[src/rtl/record_serializer_pkg.sv]
// record_serializer_pkg: shared record width default and FSM state encodings
// for the record serializer (legacy 2-bit encodings kept for compatibility).
package record_serializer_pkg;

  localparam int unsigned REC_W_DEFAULT = 48;

  localparam logic [1:0] ST_IDLE  = 2'd0;
  localparam logic [1:0] ST_WAIT  = 2'd1;
  localparam logic [1:0] ST_SEND  = 2'd2;
  localparam logic [1:0] ST_CKSUM = 2'd3;

endpackage

[src/rtl/record_serializer.sv]
// record_serializer: drains REC_W-bit timetag records from a non-show-ahead
// FIFO and presents them LSB byte first to the FX2 host link with a
// data_rdy/data_ack handshake. One record in flight at a time.
// Optional feature: define RECORD_SERIALIZER_CHECKSUM_EN to append one XOR
// checksum byte per record (frame = REC_BYTES+1 bytes).
module record_serializer
  import record_serializer_pkg::*;
#(
  parameter int unsigned REC_W = REC_W_DEFAULT
) (
  input  logic             clk,
  input  logic             reset_n,
  input  logic             sample_rdy,
  input  logic [REC_W-1:0] sample,
  output logic             sample_req,
  output logic             data_rdy,
  output logic [7:0]       data,
  input  logic             data_ack,
  output logic             rec_sent
);

  localparam int unsigned REC_BYTES = REC_W / 8;
  localparam int unsigned IDX_W     = (REC_BYTES > 1) ? $clog2(REC_BYTES) : 1;
  localparam logic [IDX_W-1:0] LAST_IDX = IDX_W'(REC_BYTES - 1);

  logic [1:0]       state_q,    state_d;
  logic [REC_W-1:0] shreg_q,    shreg_d;
  logic [IDX_W-1:0] idx_q,      idx_d;
  logic [7:0]       data_q,     data_d;
  logic             data_rdy_q, data_rdy_d;
  logic             rec_sent_q, rec_sent_d;
  logic             req_c;
  logic             ack_c;
`ifdef RECORD_SERIALIZER_CHECKSUM_EN
  logic [7:0]       cks_q,      cks_d;
`endif

  // Next-state logic: FSM, shift register, byte index and registered outputs.
  // data_q is preloaded with the byte that shreg will hold next, so the
  // presented byte always equals shreg[7:0] while in SEND.
  always_comb begin
    state_d    = state_q;
    shreg_d    = shreg_q;
    idx_d      = idx_q;
    data_d     = data_q;
    data_rdy_d = data_rdy_q;
    rec_sent_d = 1'b0;
    req_c      = 1'b0;
`ifdef RECORD_SERIALIZER_CHECKSUM_EN
    cks_d      = cks_q;
`endif
    ack_c      = data_rdy_q & data_ack;

    case (state_q)
      ST_IDLE: begin
        if (sample_rdy) begin
          req_c   = 1'b1;
          state_d = ST_WAIT;
        end
      end
      ST_WAIT: begin
        shreg_d    = sample;
        idx_d      = '0;
        data_d     = sample[7:0];
        data_rdy_d = 1'b1;
        state_d    = ST_SEND;
`ifdef RECORD_SERIALIZER_CHECKSUM_EN
        cks_d      = '0;
`endif
      end
      ST_SEND: begin
        if (ack_c) begin
          shreg_d = shreg_q >> 8;
          idx_d   = idx_q + 1'b1;
          data_d  = shreg_d[7:0];
`ifdef RECORD_SERIALIZER_CHECKSUM_EN
          cks_d   = cks_q ^ shreg_q[7:0];
`endif
          if (idx_q == LAST_IDX) begin
            idx_d = '0;
`ifdef RECORD_SERIALIZER_CHECKSUM_EN
            data_d  = cks_q ^ shreg_q[7:0];
            state_d = ST_CKSUM;
`else
            data_d     = data_q;
            data_rdy_d = 1'b0;
            rec_sent_d = 1'b1;
            state_d    = ST_IDLE;
`endif
          end
        end
      end
`ifdef RECORD_SERIALIZER_CHECKSUM_EN
      ST_CKSUM: begin
        if (ack_c) begin
          data_rdy_d = 1'b0;
          rec_sent_d = 1'b1;
          state_d    = ST_IDLE;
        end
      end
`endif
      default: begin
        data_rdy_d = 1'b0;
        state_d    = ST_IDLE;
      end
    endcase
  end

  // State and output registers; asynchronous active-low reset.
  always_ff @(posedge clk or negedge reset_n) begin
    if (!reset_n) begin
      state_q    <= ST_IDLE;
      shreg_q    <= '0;
      idx_q      <= '0;
      data_q     <= '0;
      data_rdy_q <= 1'b0;
      rec_sent_q <= 1'b0;
    end else begin
      state_q    <= state_d;
      shreg_q    <= shreg_d;
      idx_q      <= idx_d;
      data_q     <= data_d;
      data_rdy_q <= data_rdy_d;
      rec_sent_q <= rec_sent_d;
    end
  end

`ifdef RECORD_SERIALIZER_CHECKSUM_EN
  // Running XOR of the record bytes acked so far.
  always_ff @(posedge clk or negedge reset_n) begin
    if (!reset_n) begin
      cks_q <= '0;
    end else begin
      cks_q <= cks_d;
    end
  end
`endif

  // The read strobe is held off while reset is asserted so the FIFO is never
  // popped by a serializer that cannot capture the word.
  assign sample_req = req_c & reset_n;
  assign data_rdy   = data_rdy_q;
  assign data       = data_q;
  assign rec_sent   = rec_sent_q;

endmodule

[config.mk]
export PLATFORM = sky130hd
export DESIGN_NAME = record_serializer
export DESIGN_NICKNAME = d
export VERILOG_FILES = /design/src/rtl/record_serializer_pkg.sv /design/src/rtl/record_serializer.sv
export SDC_FILE = /design/constraint.sdc
export NUM_CORES = 1
export LEC_CHECK = 0
export CORE_MARGIN = 8
export CORE_UTILIZATION = 30
export DETAILED_ROUTE_END_ITERATION = 7
export HOLD_SLACK_MARGIN = 0.15
export PLACE_DENSITY = 0.57
export SYNTH_ARGS = -nofsm -noshare
export SYNTH_HDL_FRONTEND = slang
export SYNTH_SLANG_ARGS = --single-unit
export TNS_END_PERCENT = 50
[constraint.sdc]
create_clock -name clk -period 4.16 [get_ports clk]
set_input_delay 1.248 -clock clk [delete_from_list [all_inputs] [get_ports clk]]
set_output_delay 1.248 -clock clk [all_outputs]
set_load 0.01 [all_outputs]
==> results.sh <==
export IMPL_status="complete, no violations"
export IMPL_cpMostUsedCell="clkdlybuf4s50_1"
export IMPL_cp_start_kind="input pin"
export IMPL_antenna_found_initial=0
export IMPL_cts_hold_buffers=0
export IMPL_cts_setup_buffers=0
export IMPL_r2r_end="shreg_q[10]"
export IMPL_io_buffers=62
export IMPL_cts_buffers=5
export IMPL_synth_edf_count=0
export IMPL_clk_pin_slew_ns=0.10
export IMPL_die_area_um2=12100
export IMPL_mappedNetlistArea_um2=2650
export IMPL_antenna_left=0
export IMPL_num_antenna_cells=0
export IMPL_place_ws_ns=0.328
export IMPL_fin_nets=342
export IMPL_reg2reg_from="state_q[1]"
export IMPL_insertion_delay_ns=0.31
export IMPL_drv_slew=0
export IMPL_die_x_um=110
export IMPL_r2r_slack_ns=1.69
export IMPL_synth_flop_cell="dfrtp_1"
export IMPL_first_pass_iters=4
export IMPL_power_leakage_nw=1.50
export IMPL_htree_levels=2
export IMPL_layout_drive_gt1_share=0.113
export IMPL_placed_cell_area_um2=3300
export IMPL_drt_iter0_drc=73
export IMPL_max_slew_worst_pin_slew_ns=1.17
export IMPL_place_hpwl_mm=4.12
export IMPL_fillers=844
export IMPL_async_flop_share=1.00
export IMPL_routabilityCongestion=0.708
export IMPL_synth_nets=288
export IMPL_fin_crit_ns=3.82
export IMPL_hold_violations=0
export IMPL_grt_pass1_wl_mm=10.1
export IMPL_io_pin_count=63
export IMPL_clock_path_buffers=2
export IMPL_max_stage_delay_ns=0.53
export IMPL_setup_viol=0
export IMPL_synthDominantCellAreaShare=0.519
export IMPL_avgSynthCellArea_um2=11.2
export IMPL_cp_slowest_cell="clkdlybuf4s50_1"
export IMPL_worst_setup_path_end_kind="output port"
export IMPL_drv_cap=0
export IMPL_holdPathStages=2
export IMPL_min_to="shreg_q[42]"
export IMPL_cp_arrival_ns=2.57
export IMPL_p_per_area_nw_per_um2=673
export IMPL_area_delta_synth_final_pct=29.4
export IMPL_synthTopCellsByCount="55 x dfrtp_1, 41 x nand3_1, 32 x mux2i_1, 29 x o21ai_1, 18 x nand2_1"
export IMPL_ys_warn_count=0
export IMPL_min_delay_start="shreg_q[42]"
export IMPL_critPathMaxFanout=2
export IMPL_overflow=0
export IMPL_yosysMostFrequentCell="dfrtp_1"
export IMPL_cts_tree="done"
export IMPL_fp_dieH_um=110
export IMPL_synth_seq_cells=55
export IMPL_drc=0
export IMPL_path_cells="clkdlybuf4s50_1 -> nor3b_1 -> and2_1 -> clkdlybuf4s50_1"
export IMPL_grt_use_total=0.106
export IMPL_synthCells=236
export IMPL_rsz0062_at_grt="no"
export IMPL_critPathKind="input pin to output port"
export IMPL_yosysTopAreaCell="dfrtp_1"
export IMPL_grt_pass1_vias=1907
export IMPL_clock_skew_ns=0.00992
export IMPL_fin_tns_setup_ns=0
export IMPL_vias=1869
export IMPL_required_ns=2.91
export IMPL_clkSinkCount=55
export IMPL_ys_seq_area_frac=0.519
export IMPL_drt_wirelength_per_cell_um=15.8
export IMPL_reg2reg_depth=4
export IMPL_cts_root_buf="clkbuf_8"
export IMPL_grt_max_degree=56
export IMPL_ir_drop_mv=0.178
export IMPL_setup_ws_ns=0.339
export IMPL_ys_types=30
export IMPL_fin_area_um2=3430
export IMPL_timing_fmax_ghz=0.262
export IMPL_initial_core_util=0.307
export IMPL_drt_wl_total_mm=6.30
export IMPL_cts_resized=0
export IMPL_vias_per_cell=4.68
export IMPL_core_area_um2=8640
export IMPL_layout_worst_path_cycle_share=0.919
export IMPL_max_slew_margin=0.219
export IMPL_synthTopCellsByArea="dfrtp_1 52%, mux2i_1 12%, nand3_1 7.7%"
export IMPL_rows=34
export IMPL_min_path_type="flop to flop"
-- flip-flops by register name, indices dropped and copies added, names as in the netlist --
register and flops:
idx_q 3, state_q 2, rec_sent 1, shreg_q 40, data 8, data_rdy 1
-- where the power goes --
part / switching [mW] / total [mW] / internal, mW
Combinational: 0.473 / 0.981 / 0.508
Clock: 0.177 / 0.418 / 0.241
Sequential: 0.137 / 0.912 / 0.774
-- cells in the final DEF, fill, tap and decap left out, types with 2 or more instances in the layout --
cell             instances
and2_1                   2
dfrtp_1                 55
a21oi_1                  3
mux2_2                   8
buf_4                    4
o21ai_0                  7
nand2_1                 18
mux2_4                   8
clkbuf_8                 5
o21ai_1                 29
nor2_1                   2
mux2i_1                 32
nand3_1                 41
bufinv_16                2
clkdlybuf4s50_1         61
-- critical path, delay by kind of cell --
kind | cells | cell delay [ns]
simple gates | 2 | 0.35
buf+inv | 2 | 0.98
-- per-layer routing --
layer	up-vias	wire length, µm	GRT usage
li1	946	-	-
met1	872	3220	0.155
met2	47	2580	0.147
met3	4	460	0.0343
met4	0	40	0.0231
met5	-	0	0
-- how the worst max path moves through the flow --
stage	from	end	slack (ns)	cells past startpoint
6_report	sample_rdy	sample_req	0.34	4
5_1_grt	sample_rdy	sample_req	0.25	4
4_1_cts	sample_rdy	sample_req	0.33	4
3_5_place_dp	sample_rdy	sample_req	0.33	4
3_3_place_gp	sample_rdy	sample_req	0.33	4
2_1_floorplan	sample_rdy	sample_req	1.30	2
-- through the flow --
step	hold WS (ns)	instances	power [mW]	util
after floorplan	0.463	236	1.68	-
final	0.505	399	2.31	0.397
after global placement	0.480	391	1.89	0.382
after detailed placement	0.485	391	1.92	0.382
after global routing	0.529	399	2.48	0.397
after CTS	0.512	399	2.34	0.397
-- cell type report --
type | count | area, µm² | area share
Sequential cell | 55 | 1380 | 0.401
Multi-Input combinational cell | 161 | 1140 | 0.332
Timing Repair Buffer | 66 | 646 | 0.188
Tap cell | 108 | 135 | 0.0394
Clock buffer | 6 | 72.6 | 0.0211
Clock inverter | 2 | 60.1 | 0.0175
Inverter | 1 | 3.75 | 0.00109
-- cell families (layout without fill, tap and decap cells) --
kind of cell | Yosys count | count (layout) | share of synthesized area
muxes | 48 | 48 | 0.200
buffers and inverters | 20 | 75 | 0.0557
and+or+nand+nor | 72 | 72 | 0.143
AOI/OAI and AO/OA | 41 | 41 | 0.0825
DFF | 55 | 55 | 0.519
No activity file was read; power rests on OpenSTA's default activity.
